File: src/rtl/seg7_scan_decoder.sv
// ============================================================================
// Module   : seg7_scan_decoder
// Purpose  : Recovers BCD digits from a scanned 7-segment bus and presents
//            them as valid/ready frames. Define SEG7_DP_CHECK_EN to check dp.
// Revision : 1.0 - initial release
// ============================================================================
`default_nettype none

module seg7_scan_decoder #(
  parameter int NDIG       = 4,
  parameter int STABLE_CYC = 3
) (
  input  logic              clk,
  input  logic              rst,
  input  logic [7:0]        seg_in,
  input  logic [NDIG-1:0]   dig_sel,
  output logic [4*NDIG-1:0] frame_data,
  output logic [NDIG-1:0]   frame_err,
  output logic              frame_valid,
  input  logic              frame_ready,
  output logic              overrun
);

  typedef enum logic [1:0] {
    ST_IDLE    = 2'd0,
    ST_COLLECT = 2'd1,
    ST_PRESENT = 2'd2
  } state_t;

  localparam logic [3:0]      c_cap_lvl = 4'(STABLE_CYC - 1);
  localparam logic [3:0]      c_sat     = 4'(STABLE_CYC);
  localparam logic [NDIG-1:0] c_one     = NDIG'(1);

  // Returns {err, nibble} for the seven segment lines a..g.
  function automatic logic [4:0] decode(input logic [6:0] pat);
    logic [4:0] res;
    res = {1'b1, 4'hE};
    case (pat)
      7'b1111110: res = {1'b0, 4'h0};
      7'b0110000: res = {1'b0, 4'h1};
      7'b1101101: res = {1'b0, 4'h2};
      7'b1111001: res = {1'b0, 4'h3};
      7'b0110011: res = {1'b0, 4'h4};
      7'b1011011: res = {1'b0, 4'h5};
      7'b1011111: res = {1'b0, 4'h6};
      7'b1110000: res = {1'b0, 4'h7};
      7'b1111111: res = {1'b0, 4'hF};
      default:    res = {1'b1, 4'hE};
    endcase
    return res;
  endfunction

  state_t              r_state, w_state_nxt;
  logic [NDIG-1:0]     r_prev_sel;
  logic [7:0]          r_prev_seg;
  logic [3:0]          r_cnt, w_cnt_nxt;
  logic [4*NDIG-1:0]   r_shadow, w_shadow_nxt;
  logic [NDIG-1:0]     r_shadow_err, w_shadow_err_nxt;
  logic [NDIG-1:0]     r_seen, w_seen_nxt;
  logic [4*NDIG-1:0]   r_frame_data;
  logic [NDIG-1:0]     r_frame_err;
  logic                r_frame_valid, r_overrun;
  logic                w_onehot, w_same, w_cap, w_take, w_present;
  logic [3:0]          w_dec_nib;
  logic                w_dec_err, w_dig_err;

  assign w_onehot = (dig_sel != '0) && ((dig_sel & (dig_sel - c_one)) == '0);
  assign w_same   = (dig_sel == r_prev_sel) && (seg_in == r_prev_seg);
  assign {w_dec_err, w_dec_nib} = decode(seg_in[7:1]);

`ifdef SEG7_DP_CHECK_EN
  // Encoder lights dp only for code 0 and the all-on indication.
  logic w_dp_exp;
  assign w_dp_exp  = (seg_in[7:1] == 7'b1111110) || (seg_in[7:1] == 7'b1111111);
  assign w_dig_err = w_dec_err || (seg_in[0] != w_dp_exp);
`else
  assign w_dig_err = w_dec_err;
`endif

  // Counter saturates past the capture level so a held sample fires once.
  always_comb begin
    w_cnt_nxt = '0;
    if (w_onehot && w_same)
      w_cnt_nxt = (r_cnt == c_sat) ? r_cnt : r_cnt + 4'd1;
  end

  assign w_cap = w_onehot && (w_cnt_nxt == c_cap_lvl);

  always_ff @(posedge clk or posedge rst) begin
    if (rst) begin
      r_prev_sel <= '0;
      r_prev_seg <= '0;
      r_cnt      <= '0;
    end else begin
      r_prev_sel <= dig_sel;
      r_prev_seg <= seg_in;
      r_cnt      <= w_cnt_nxt;
    end
  end

  always_ff @(posedge clk or posedge rst) begin
    if (rst) r_state <= ST_IDLE;
    else     r_state <= w_state_nxt;
  end

  always_comb begin
    w_state_nxt      = r_state;
    w_shadow_nxt     = r_shadow;
    w_shadow_err_nxt = r_shadow_err;
    w_seen_nxt       = r_seen;
    w_take           = 1'b0;
    w_present        = 1'b0;
    case (r_state)
      ST_IDLE:    w_take = w_cap && dig_sel[0];
      ST_COLLECT: w_take = w_cap;
      ST_PRESENT: begin
        w_take      = w_cap;
        w_state_nxt = ST_COLLECT;
      end
      default:    w_state_nxt = ST_IDLE;
    endcase
    if (w_take) begin
      for (int i = 0; i < NDIG; i++) begin
        if (dig_sel[i]) begin
          w_shadow_nxt[4*i +: 4] = w_dec_nib;
          w_shadow_err_nxt[i]    = w_dig_err;
        end
      end
      // Digit 0 always opens a new frame, discarding any partial one.
      w_seen_nxt  = dig_sel[0] ? c_one : (r_seen | dig_sel);
      w_state_nxt = ST_COLLECT;
      if (w_seen_nxt == '1) begin
        w_present   = 1'b1;
        w_seen_nxt  = '0;
        w_state_nxt = ST_PRESENT;
      end
    end
  end

  always_ff @(posedge clk or posedge rst) begin
    if (rst) begin
      r_shadow      <= '0;
      r_shadow_err  <= '0;
      r_seen        <= '0;
      r_frame_data  <= '0;
      r_frame_err   <= '0;
      r_frame_valid <= 1'b0;
      r_overrun     <= 1'b0;
    end else begin
      r_shadow     <= w_shadow_nxt;
      r_shadow_err <= w_shadow_err_nxt;
      r_seen       <= w_seen_nxt;
      if (w_present) begin
        if (r_frame_valid && !frame_ready) begin
          r_overrun <= 1'b1;
        end else begin
          r_frame_data  <= w_shadow_nxt;
          r_frame_err   <= w_shadow_err_nxt;
          r_frame_valid <= 1'b1;
        end
      end else if (r_frame_valid && frame_ready) begin
        r_frame_valid <= 1'b0;
      end
    end
  end

  assign frame_data  = r_frame_data;
  assign frame_err   = r_frame_err;
  assign frame_valid = r_frame_valid;
  assign overrun     = r_overrun;

endmodule

`default_nettype wire
File: config.mk
export PLATFORM = sky130hd
export DESIGN_NAME = seg7_scan_decoder
export DESIGN_NICKNAME = d
export VERILOG_FILES = /design/src/rtl/seg7_scan_decoder.sv
export SDC_FILE = /design/constraint.sdc
export NUM_CORES = 1
export LEC_CHECK = 0
export ABC_AREA = 1
export BUFFER_PORTS_ARGS = -buffer_cell sky130_fd_sc_hd__buf_2
export CORE_ASPECT_RATIO = 1.75
export CORE_MARGIN = 4
export CORE_UTILIZATION = 45
export DETAILED_ROUTE_END_ITERATION = 7
export PLACE_DENSITY = 0.61
export SLEW_MARGIN = 20
export SYNTH_ARGS = -nofsm -noshare
export SYNTH_HDL_FRONTEND = slang
export SYNTH_SLANG_ARGS = --single-unit
File: constraint.sdc
create_clock -name clk -period 4.9 [get_ports clk]
set_input_delay 0.49 -clock clk [delete_from_list [all_inputs] [get_ports clk]]
set_output_delay 0.49 -clock clk [all_outputs]
set_load 0.1 [all_outputs]
## Yosys cells after proc, flatten, opt, wreduce, memory -nomap -nowiden

Cells that the tools add are included.

- Register bits: 64
- Bits of input ports: 15
- Output and inout bits: 22
- Logic and storage cells: 75

- Add/subtract/negate cells: 2
- Eq/ne operators: 18
- Multiplexer cells: 24
- Bitwise logic cells: 3
- Reductions and logical operators: 17

Operators with widths:

| kind | count |
|---|---|
| $eq A7 B7 Y1 const B | 7 |
| $pmux W5 S9 | 1 |
| $mux W4 | 9 |
| $mux W16 | 1 |
| $eq A7 B6 Y1 const B | 2 |
| $mux W1 | 9 |
| $eq A4 B2 Y1 const B | 2 |
| $eq A8 B8 Y1 | 1 |
| $logic_and A1 B1 Y1 | 7 |
| $reduce_and A2 Y1 | 3 |
| $add A4 B1 Y4 const B | 1 |
| $and A4 B4 Y4 | 1 |
| $eq A4 B4 Y1 | 1 |
| $eq A4 B4 Y1 const B | 1 |
| $logic_not A4 Y1 | 1 |
| $mux W2 | 2 |
| $or A4 B4 Y4 | 1 |
| $pmux W2 S2 | 1 |
| $reduce_bool A4 Y1 | 1 |
| $reduce_or A2 Y1 | 2 |
| $sub A4 B1 Y4 const B | 1 |
| $eq A2 B1 Y1 const B | 1 |
| $eq A2 B2 Y1 const B | 1 |
| $logic_not A2 Y1 | 1 |
| other kinds (6) | 6 |

## Logic depth before layout (Yosys ltp)

- Depth after elaboration: 13
- Gate-level depth with buffers: 15
- Mapped depth without buffers: 13

## Least setup slack after synthesis

Ideal clock, no wire load.

- Path type: reg-to-reg
- From: register r_state[0]
- To: register r_frame_data[0] (netlist: frame_data[0])
- Setup time: 0.120 ns
- Data arrival time: 1.848 ns
- Data required time: 4.780 ns
- Setup slack: 2.932 ns
- Stages on the path, launching flop included: 14
- Buffers on the path: 1
- Period minus slack after synthesis: 1.968 ns
- Cell sequence: dfrtp_1 -> inv_1 -> ha_1 -> a21oi_1 -> or2_0 -> nor2_2 -> nand3b_4 -> nor2_8 -> nand3_4 -> nor2_8 -> inv_2 -> buf_6 -> nand2_1 -> nand2_1

- Longest elaborated chain between the ends: 5
- Elaborated cells on any way between the ends: 8
- Those cells by class: eq/ne: 2; mux: 3; reduce/logical: 3

Ends and longest elaborated chain:

| item | line | source |
|---|---|---|
| start: declaration | 53 | `state_t r_state, w_state_nxt;` |
| start signal: assignment | 103 | `else r_state <= w_state_nxt;` |
| $eq A2 B2 Y1 / $eq A2 B1 Y1 (equally long branches) | 113 | `case (r_state)` |
| $reduce_or A2 Y1 (no source line) | n/a |  |
| $pmux W1 S2 * | 113 |  |
| $mux W1 | 122 | `if (w_take) begin` |
| $reduce_and A2 Y1 (no source line) | n/a |  |
| end signal: assignment | 157 | `r_frame_data <= w_shadow_nxt;` |
| end: declaration | 60 | `logic [4*NDIG-1:0] r_frame_data;` |

Mark *: on every way between the ends. The rest lies on a longest branch, timed or not.
A chain may end at the register's enable or synchronous reset.

## Final worst setup path

- From: register r_state[0]
- To: register r_frame_data[10] (netlist: frame_data[10])

The elaborated chain is that of the path after synthesis.

==> results.cfg <==
[grt]
grt_pass1_wl_mm = 11.1
overflow = 0
grt_max_degree = 65
grtUsageTotal_pct = 16.5
grt_antenna_before_repair = 0
grt_pass1_vias = 2533

[route]
routedWlPerCell_um = 12.2
vias_per_cell = 4.79
dr.pass1.iters = 4
vias = 2491
finalWirelength_mm = 6.33
drtAntennaViolNets = 0
drc = 0
drt_iter0_drc = 113

[clock_tree]
path_clk_slew_ns = 0.05
cts_resized = 0
cts.htree.levels = 3
clk_latency_ns = 0.32
root_buffer = clkbuf_16
ctsHoldBuffers = 0
tritoncts = yes
clockBufferDepth = 2
post_cts_buffers = 0
cts-buffers-inserted = 9
clock_sinks = 64

[logic_synthesis]
synth_nets = 415
yosysWarnings = 0
yosys.area.top_type = dfrtp_1
synth_top_cell_area_share_pct = 50.4
ys_ff_latch = 64
seq_area_frac_synth_pct = 50.4
synthDistinctLibCells = 29
synth_cells = 395
avgSynthCellArea_sq_um = 8.05
synth_area_sq_um = 3180
synth.area.top_cells = dfrtp_1 50%, nand2_1 20%, inv_1 4.6%, nand4_1 3.9%, nand3_1 2.8%

[layout]
fillers = 638
area_delta_synth_final_pct = 17.0
antenna_cells = 0
drive_above_1_share_pct = 17.9
nNetsFinal = 451

[timing]
rsz0062_at_grt = false
slew_headroom_pct = 46.8
finalSetupViolations = 0
fmax_ghz = 0.397
layout_setup_ws_ns = 2.38
hold_viol = 0
slew_viol_final = 0
tns_ns = 0
fin_skew_ns = 0.00336
tightest_slew_ns = 0.798
finalWorstPathRequiredPeriod_ns = 2.52
timing.final.crit_share_pct = 51.4

[critical_path]
end_kind = flop
path_class = reg2reg
worstSetupStartpointType = flop
critPathArrivalTime_ns = 2.72
cp_max_fo = 27
required_ns = 5.11

[worst_hold_path]
worstHoldPathType = in2reg

[die]
die_y_um = 119
pin_count = 37
die-area_sq_um = 8530
start_util_pct = 46.4
num_rows = 40
coreArea_sq_um = 6860
die_w_um = 71.6

[power]
ir_worst_vdd_v = 0.000234
p_total_mw = 1.34
p_per_area_nw_per_um2 = 361
leakage_nw = 2.15

[status]
status = completed

[placement]
dp_slack_ns = 2.29
hpwl_mm = 4.63
io_buffers = 36
gp_congestion = 0.829

[run]
cap_violations = 0
## cells in the final DEF, fill, tap and decap left out, drive strengths merged
cell      count
nor2         30
clkbuf       11
nor4          1
o21ai        10
xnor2         1
a21boi        1
dfrtp        64
nand3        21
buf          37
a21oi         2
clkinv        1
bufinv        3
inv          48
nand2       175
nand3b        1
nand4        20
ha            5
clkinvlp      1
or2           2
o21bai        1
xor2          1
## metal layers
| metal | up-vias | wire length [um] | track usage, % | part of all wire, % |
|---|---|---|---|---|
| li1 | 1298 | - | - | - |
| met1 | 1140 | 2680 | 19.5 | 42 |
| met2 | 40 | 3230 | 27.6 | 51 |
| met3 | 13 | 207 | 4.05 | 3.3 |
| met4 | 0 | 206 | 8.12 | 3.3 |
| met5 | - | 0 | 0 | 0 |
## stage by stage
| step | cells | area [sq um] | util [%] | hold slack (ns) |
|---|---|---|---|---|
| after CTS | 520 | 3720 | 54.3 | 0.301 |
| after detailed placement | 504 | 3370 | 49.1 | 0.456 |
| after global placement | 504 | 3370 | 49.1 | 0.452 |
| after floorplan | 395 | 3180 | - | 0.438 |
| after global routing | 520 | 3720 | 54.3 | 0.301 |
| final | 520 | 3720 | 54.3 | 0.305 |
## cell type report
| type | count | area, sq um | area share, % |
|---|---|---|---|
| timing repair buffer | 37 | 188 | 5.04 |
| clock inverter | 5 | 103 | 2.76 |
| sequential | 64 | 1600 | 43.0 |
| clock buffer | 11 | 253 | 6.79 |
| tap | 84 | 105 | 2.82 |
| multi-input combinational | 271 | 1290 | 34.7 |
| inverter | 48 | 183 | 4.91 |
## cell families after synthesis
| logic type | share of synthesized area, % |
|---|---|
| buffers and inverters | 9.09 |
| and+or+nand+nor | 35.7 |
| xor gates and xnor gates | 0.551 |
| DFF | 50.4 |
| adders and majority gates | 1.97 |
| AOI/OAI and AO/OA | 2.36 |
## worst paths after layout
kind	to	start	slack [ns]	cells past startpoint
setup / recovery	frame_data[10]	r_state[0]	2.38	12
hold / removal	r_prev_seg[0]	seg_in[0]	0.30	1
hold reg to reg	r_shadow_err[1]	r_shadow_err[1]	0.46	2
setup reg to reg	frame_data[10]	r_state[0]	2.38	12
max in group asynchronous	r_cnt[3]	rst	3.98	3
min in group asynchronous	r_prev_seg[1]	rst	0.39	3
## where the power goes
group	switching [mW]	total, mW	internal [mW]
Clock	0.223	0.746	0.523
Sequential	0.00240	0.536	0.534
Combinational	0.0431	0.0597	0.0166
Total	0.268	1.34	1.07
## sequential cells by signal, indices dropped and copies added (netlist names)
signal        count
frame_data       16
r_shadow         16
r_prev_seg        8
frame_err         4
r_cnt             4
r_prev_sel        4
r_seen            4
r_shadow_err      4
r_state           2
frame_valid       1
overrun           1
## critical path: stages (launching register included)
cell,delay (ns)
dfrtp_1,0.40
inv_1,0.08
ha_1,0.28
a21oi_1,0.03
or2_0,0.22
nor2_2,0.13
nand3b_4,0.11
nor2_8,0.32
nand3_4,0.17
nor2_8,0.27
inv_2,0.21
nand2_1,0.11
nand2_1,0.06
## Yosys cell counts (all sizes together)
master / instances
nand2: 175
dfrtp: 64
inv: 48
nor2: 30
nand3: 21
nand4: 20
buf: 11
o21ai: 10
ha: 5
a21oi: 2
or2: 2
a21boi: 1
clkbuf: 1
nand3b: 1
nor4: 1
o21bai: 1
xnor2: 1
xor2: 1
No activity file was read; power rests on OpenSTA's default activity.
